===== src/rtl/btn_run_ctrl.sv =====
// btn_run_ctrl: stopwatch push-button conditioning and run/stop control.
// The start/stop and clear buttons each pass through a 2-FF synchroniser,
// a counter-based debouncer and a rising-edge detector. A two-state run FSM
// drives the counter freeze level (stop) and a one-cycle clear pulse (clr).
// Optional feature: define LONG_PRESS_EN so that holding start/stop for
// LONG_CYCLES cycles also clears the counter.
// A press still held when reset is released is ignored. The button has to
// be released and pressed again before it produces a pulse.
module btn_run_ctrl #(
    parameter int DB_CYCLES   = 1_000_000,
    parameter int LONG_CYCLES = 100_000_000
) (
    input  logic clk_100MHz,
    input  logic reset,
    input  logic btn_ss,
    input  logic btn_clr,
    output logic stop,
    output logic clr,
    output logic ss_pulse
);

    localparam int              DB_W    = (DB_CYCLES > 2) ? $clog2(DB_CYCLES) : 1;
    localparam logic [DB_W-1:0] DB_LAST = DB_W'(DB_CYCLES - 1);

    typedef enum logic {
        ST_STOPPED = 1'b0,
        ST_RUNNING = 1'b1
    } run_state_t;

    // Bit 0 is start/stop and bit 1 is clear.
    logic [1:0] w_raw;
    logic [1:0] w_rise;
    logic [1:0] r_init_cnt;
    logic       w_chain_valid;
    logic       w_long_evt;
    logic       w_clr_evt;
    run_state_t r_state;
    run_state_t w_state_next;
    logic       r_clr;
    logic       r_ss_pulse;

    assign w_raw = {btn_clr, btn_ss};

    // The synchroniser outputs hold reset values for the first two edges
    // after reset. Those values must not count as "button seen released".
    always_ff @(posedge clk_100MHz or posedge reset) begin
        if (reset) begin
            r_init_cnt <= 2'd0;
        end else if (r_init_cnt != 2'd2) begin
            r_init_cnt <= r_init_cnt + 2'd1;
        end
    end

    assign w_chain_valid = (r_init_cnt == 2'd2);

    genvar gi;
    generate
        for (gi = 0; gi < 2; gi++) begin : g_btn
            logic            r_sync1;
            logic            r_sync2;
            logic            r_db;
            logic            r_db_q;
            logic            r_lock;
            logic [DB_W-1:0] r_cnt;

            // 2-FF synchroniser for the raw, asynchronous button input.
            always_ff @(posedge clk_100MHz or posedge reset) begin
                if (reset) begin
                    r_sync1 <= 1'b0;
                    r_sync2 <= 1'b0;
                end else begin
                    r_sync1 <= w_raw[gi];
                    r_sync2 <= r_sync1;
                end
            end

            // Accept a new level only after DB_CYCLES consecutive differing samples.
            always_ff @(posedge clk_100MHz or posedge reset) begin
                if (reset) begin
                    r_cnt <= '0;
                    r_db  <= 1'b0;
                end else if (r_sync2 == r_db) begin
                    r_cnt <= '0;
                end else if (r_cnt == DB_LAST) begin
                    r_db  <= r_sync2;
                    r_cnt <= '0;
                end else begin
                    r_cnt <= r_cnt + DB_W'(1);
                end
            end

            // Keep a delayed copy of the debounced level for edge detection.
            // The lock stays set after reset until the button is seen released.
            always_ff @(posedge clk_100MHz or posedge reset) begin
                if (reset) begin
                    r_db_q <= 1'b0;
                    r_lock <= 1'b1;
                end else begin
                    r_db_q <= r_db;
                    if (w_chain_valid && !r_sync2 && !r_db) begin
                        r_lock <= 1'b0;
                    end
                end
            end

            assign w_rise[gi] = r_db & ~r_db_q & ~r_lock;
        end
    endgenerate

`ifdef LONG_PRESS_EN
    localparam int L_W = $clog2(LONG_CYCLES + 1);

    logic           w_ss_level;
    logic [L_W-1:0] r_long_cnt;

    assign w_ss_level = g_btn[0].r_db & ~g_btn[0].r_lock;

    // Count the cycles the button has been held, and stop counting at LONG_CYCLES.
    always_ff @(posedge clk_100MHz or posedge reset) begin
        if (reset) begin
            r_long_cnt <= '0;
        end else if (!w_ss_level) begin
            r_long_cnt <= '0;
        end else if (r_long_cnt != L_W'(LONG_CYCLES)) begin
            r_long_cnt <= r_long_cnt + L_W'(1);
        end
    end

    // Fires on the edge where the counter reaches LONG_CYCLES, once per press.
    assign w_long_evt = w_ss_level && (r_long_cnt == L_W'(LONG_CYCLES - 1));
`else
    // Long press is not built. The compare is constant 0; it only keeps
    // LONG_CYCLES referenced so both builds have the same parameter list.
    assign w_long_evt = (LONG_CYCLES < 0);
`endif

    // Next-state logic. Clear has priority over a start/stop toggle.
    always_comb begin
        w_state_next = r_state;
        w_clr_evt    = w_rise[1] | w_long_evt;
        if (w_clr_evt) begin
            w_state_next = ST_STOPPED;
        end else if (w_rise[0]) begin
            w_state_next = (r_state == ST_STOPPED) ? ST_RUNNING : ST_STOPPED;
        end
    end

    // State register and registered pulse outputs.
    always_ff @(posedge clk_100MHz or posedge reset) begin
        if (reset) begin
            r_state    <= ST_STOPPED;
            r_clr      <= 1'b0;
            r_ss_pulse <= 1'b0;
        end else begin
            r_state    <= w_state_next;
            r_clr      <= w_clr_evt;
            r_ss_pulse <= w_rise[0];
        end
    end

    assign stop     = (r_state == ST_STOPPED);
    assign clr      = r_clr;
    assign ss_pulse = r_ss_pulse;

endmodule


===== config.mk =====
export PLATFORM = sky130hd
export DESIGN_NAME = btn_run_ctrl
export DESIGN_NICKNAME = d
export VERILOG_FILES = /design/src/rtl/btn_run_ctrl.sv
export SDC_FILE = /design/constraint.sdc
export NUM_CORES = 1
export LEC_CHECK = 0
export CAP_MARGIN = 20
export CORE_UTILIZATION = 40
export CTS_CLUSTER_DIAMETER = 200
export CTS_CLUSTER_SIZE = 20
export DETAILED_ROUTE_END_ITERATION = 8
export HOLD_SLACK_MARGIN = 0.06
export PLACE_DENSITY = 0.62
export SLEW_MARGIN = 10
export SYNTH_ARGS = -nofsm -noshare
export SYNTH_HDL_FRONTEND = slang
export SYNTH_SLANG_ARGS = --single-unit

===== constraint.sdc =====
create_clock -name clk_100MHz -period 2.4 [get_ports clk_100MHz]
set_clock_uncertainty 0.15 [all_clocks]
set_input_delay 0.36 -clock clk_100MHz [delete_from_list [all_inputs] [get_ports clk_100MHz]]
set_output_delay 0.36 -clock clk_100MHz [all_outputs]
set_load 0.02 [all_outputs]

== Word-level counts from Yosys, hierarchy flattened ==
Index checks and enable logic that the tools add are counted.
W data, S select, Z words.

* Register bits: 55
* Bits of input ports: 4
* Output and inout port bits: 3
* Word-level logic and storage cells: 54

* $add $sub $neg: 3
* Equal/unequal tests: 6
* Multiplexer cells: 7
* Bitwise gates (word level): 11
* Reduce and logical (&&, ||, !) cells: 11

{| class="wikitable"
|+ Operators by type and width
! cell !! count
|-
| $mux W20 || 4
|-
| $add A20 B1 Y20 const B || 2
|-
| $eq A20 B20 Y1 const B || 2
|-
| $not A1 Y1 || 7
|-
| $and A1 B1 Y1 || 4
|-
| $logic_and A1 B1 Y1 || 4
|-
| $logic_not A1 Y1 || 4
|-
| $reduce_and A2 Y1 || 2
|-
| $mux W1 || 3
|-
| $add A2 B1 Y2 const B || 1
|-
| $eq A1 B1 Y1 || 2
|-
| $eq A2 B2 Y1 const B || 1
|-
| $ne A2 B2 Y1 const B || 1
|-
| $reduce_bool A2 Y1 || 1
|}

== Depth between registers and ports, before layout ==
* Word-level depth: 5
* Mapped depth: 7
* Mapped depth without buffers: 5

== Least setup slack after synthesis ==
No wires, ideal clock.

* Path kind: reg2reg
* Start: register g_btn[0].r_cnt[0]
* End: register g_btn[0].r_cnt[2]
* Setup time: 0.133 ns
* Arrival time: 1.657 ns
* Data required time: 2.117 ns
* Path slack: 0.459 ns
* Stages on the path, launching flop included: 8
* Buffers on the path: 2
* Period minus slack after synthesis: 1.941 ns
* Path through: dfrtp_1 -> ha_1 -> and2_1 -> clkbuf_1 -> nand4_1 -> o31ai_1 -> clkbuf_1 -> nor2_1

* Word-level cells in the longest chain between the ends: 3
* Elaborated cells between the ends (all ways): 4
* Those cells by class: 1 x add/sub; 1 x eq/ne; 2 x mux

{| class="wikitable"
|+ Ends and longest elaborated chain
! element !! line !! text
|-
| start, declared || 64 || <nowiki>logic [DB_W-1:0] r_cnt;</nowiki>
|-
| start signal, assigned || 88 || <nowiki>r_cnt <= r_cnt + DB_W'(1);</nowiki>
|-
| $add A20 B1 Y20 or $eq A20 B20 Y1 (tied branches) || 88, 84 ||
|-
| $mux W20 * || 84 || <nowiki>end else if (r_cnt == DB_LAST) begin</nowiki>
|-
| $mux W20 * || 82 || <nowiki>end else if (r_sync2 == r_db) begin</nowiki>
|}

Mark *: on every way between the ends. The rest lies on a longest branch, timed or not.
A chain may end at the register's enable or synchronous reset.

== Worst setup path after layout ==
* Start: register g_btn[1].r_cnt[8]
* End: register g_btn[1].r_cnt[19]

* Word-level cells in the longest chain between the ends: 3
* Elaborated cells between the ends (all ways): 4
* Those cells by class: 1 x add/sub; 1 x eq/ne; 2 x mux

{| class="wikitable"
|+ Ends and longest elaborated chain
! element !! line
|-
| start, declared || 64
|-
| start signal, assigned || 88
|-
| $add A20 B1 Y20 or $eq A20 B20 Y1 (tied branches) || 88, 84
|-
| $mux W20 * || 84
|-
| $mux W20 * || 82
|}

Marks and branches as above.

==> metrics.cfg <==
[floorplan]
dieHeight_um = 81.77
fp-row-count = 28
floorplan.die.width_um = 81.77
core-area_um2 = 6026
io_pins = 7
die_area_um2 = 6686
start_util = 0.4223

[setup_path]
r2r_setup_slack_ns = 0.35
worst-setup-path-type = register to register
critPathMaxFanout = 7
cp-start-kind = register
critPathCapture = g_btn[1].r_cnt[19]$_DFF_PP0_
startpoint = g_btn[1].r_cnt[8]$_DFF_PP0_
r2r_start = g_btn[1].r_cnt[8]$_DFF_PP0_
cp.required_ns = 2.50
critPathCaptureType = register
cp_data_arrival_time_ns = 2.15
rr_worst_depth = 4
r2r_end = g_btn[1].r_cnt[19]$_DFF_PP0_

[job]
cap_violations = 0

[timing]
min_period_ns = 2.050
relSlewSlack = 0.5795
setup_viol = 0
drv_slew = 0
post-route-period-util = 0.8542
hold_viol_final = 0
tns_ns = 0
worst_pin_slew_ns = 0.6249
timing.fmax_ghz = 0.4878
rsz0062_at_grt = no

[placed_design]
hpwl_um = 3056
place_congestion = 0.8201
placed_cells = 328
portBuffers = 6

[clock_network]
cts_buffers = 5
cts_setup_buffers = 0
cts_resized = 0
clk_pin_slew_ns = 0.11
clk_latency_ns = 0.32
htreeDepth = 2
root_buffer = clkbuf_8
cts_sinks = 55
cts_tree = built
postCtsHoldBufs = 0
clockBufferDepth = 2

[yosys]
avgSynthCellArea_um2 = 10.22
synth_seq_cells = 55
netlist-cell-type-count = 38
yosys_most_used_dff = dfrtp_1
yosys_warnings = 0
synth-edff-count = 0
async_flop_share = 1.000
syn_nets = 256
syn_inst = 249
synth-seq-area-share = 0.5418
synth_area_um2 = 2545

[layout]
final_cells = 336
mostFrequentLayoutCell = dfrtp_1
mostFrequentLayoutCells = dfrtp_1, nor2_1, xnor2_1, nand3_1, inv_1
layout-drive-gt1-share = 0.1111
diodes = 0
syn2layout_area_growth_pct = 11.31
nNetsFinal = 267
fillers = 563

[min_path]
hp-class = primary input to asynchronous set/reset pin

[outcome]
outcome = finished, final reports clean

[detailed_routing]
viasPerCell = 5.238
num_vias = 1760
drtAntennaViolNets = 0
firstDrtPassIters = 4
route.detailed.drc = 0
wirelength_um = 4419
drtIter0Drc = 76
post_drt_wl_per_cell_um = 13.15

[global_routing]
grt-ovfl-total = 0
track_usage = 0.1528
grt_pass1_wl_um = 7803
grt_pass1_vias = 1723
grt_max_degree = 28
antenna_found_initial = 0

[power]
peakVddDrop_mv = 0.4013
power_density_nw_per_um2 = 548.5
power_mw = 1.554
p_leak_nw = 1.144

-- state kept, by name, summed over array words and instances, names as in the netlist --
signal,cells
g_btn.r_cnt,40
g_btn.r_db,2
g_btn.r_db_q,2
g_btn.r_lock,2
g_btn.r_sync1,2
g_btn.r_sync2,2
r_init_cnt,2
clr,1
r_state,1
ss_pulse,1
-- metal layers --
| metal | routed length, um | share of wire | track usage |
|---|---|---|---|
| met1 | 2191 | 0.50 | 0.2071 |
| met2 | 2052 | 0.46 | 0.2372 |
| met3 | 111 | 0.025 | 0.03333 |
| met4 | 63 | 0.014 | 0.05965 |
| met5 | 0 | 0 | 0 |
-- worst min-delay path by stage --
stage / startpoint / to
2_1_floorplan: g_btn[0].r_sync1$_DFF_PP0_ / g_btn[0].r_sync2$_DFF_PP0_
3_3_place_gp: g_btn[1].r_sync1$_DFF_PP0_ / g_btn[1].r_sync2$_DFF_PP0_
3_5_place_dp: g_btn[1].r_sync1$_DFF_PP0_ / g_btn[1].r_sync2$_DFF_PP0_
4_1_cts: reset / g_btn[0].r_cnt[13]$_DFF_PP0_
5_1_grt: reset / g_btn[0].r_cnt[13]$_DFF_PP0_
6_report: reset / g_btn[0].r_cnt[17]$_DFF_PP0_
-- through the flow --
| step | cell area [um^2] | worst slack [ns] | hold WS, ns | util |
|---|---|---|---|---|
| finish | 2833 | 0.3500 | 0.1125 | 0.4701 |
| global route | 2833 | 0.2135 | 0.1581 | 0.4701 |
| CTS | 2833 | 0.3605 | 0.1113 | 0.4701 |
| detailed placement | 2736 | 0.3835 | 0.1864 | 0.4541 |
| global placement | 2736 | 0.4517 | 0.1824 | 0.4541 |
| floorplan | 2545 | 0.4594 | 0.1812 | - |
-- where the power goes --
part | switching, mW | internal, mW | leakage (nW)
Sequential | 0.00948 | 0.938 | 0.742
Combinational | 0.0379 | 0.0217 | 0.356
Clock | 0.332 | 0.215 | 0.0463
Total | 0.379 | 1.17 | 1.14
-- cells by family (layout without fill, tap and decap cells) --
kind of cell,after synthesis,after routing,synth area share
AO/OA/AOI/OAI,23,23,0.05408
AND/OR/NAND/NOR,112,112,0.2380
multiplexers,3,3,0.01278
flip-flops,55,55,0.5418
XOR/XNOR,30,30,0.1032
buffers and inverters,23,35,0.03540
adder cells (fa/ha/maj),3,3,0.01475
-- Yosys cell counts (2+ instances only) --
library cell / n / area (um^2)
a21boi_0: 2 / 15.01
a21oi_1: 9 / 45.04
and3_1: 3 / 18.77
buf_2: 3 / 15.01
clkbuf_1: 6 / 22.52
dfrtp_1: 53 / 1326
dfstp_2: 2 / 52.55
ha_1: 3 / 37.54
inv_1: 14 / 52.55
mux2_2: 2 / 22.52
nand2_1: 10 / 37.54
nand3_1: 16 / 80.08
nand4_1: 9 / 56.30
nand4b_1: 2 / 17.52
nand4bb_1: 2 / 22.52
nor2_1: 38 / 142.6
nor3_1: 8 / 40.04
nor3b_1: 2 / 15.01
nor4_1: 6 / 37.54
nor4b_1: 2 / 17.52
o21ai_0: 6 / 30.03
o31ai_1: 4 / 30.03
or3_1: 2 / 12.51
or4_1: 3 / 22.52
xnor2_1: 19 / 166.4
xor2_1: 11 / 96.34
-- cell type report --
cell class	instances	area, um^2	area share
multi-input cells	171	1086	0.3834
inverters	14	52.55	0.01855
flip-flops and latches	55	1379	0.4867
repair buffers	13	125.1	0.04417
clock inverters	3	27.53	0.009717
well taps	75	93.84	0.03313
clock buffers	5	68.82	0.02429
-- worst max-delay path, stage by stage (launching register included) --
cell	delay [ns]
dfrtp_1	0.47
nand4_1	0.28
or4_1	0.62
or3_1	0.32
a21oi_1	0.14
(Power assumes the default switching activity.)
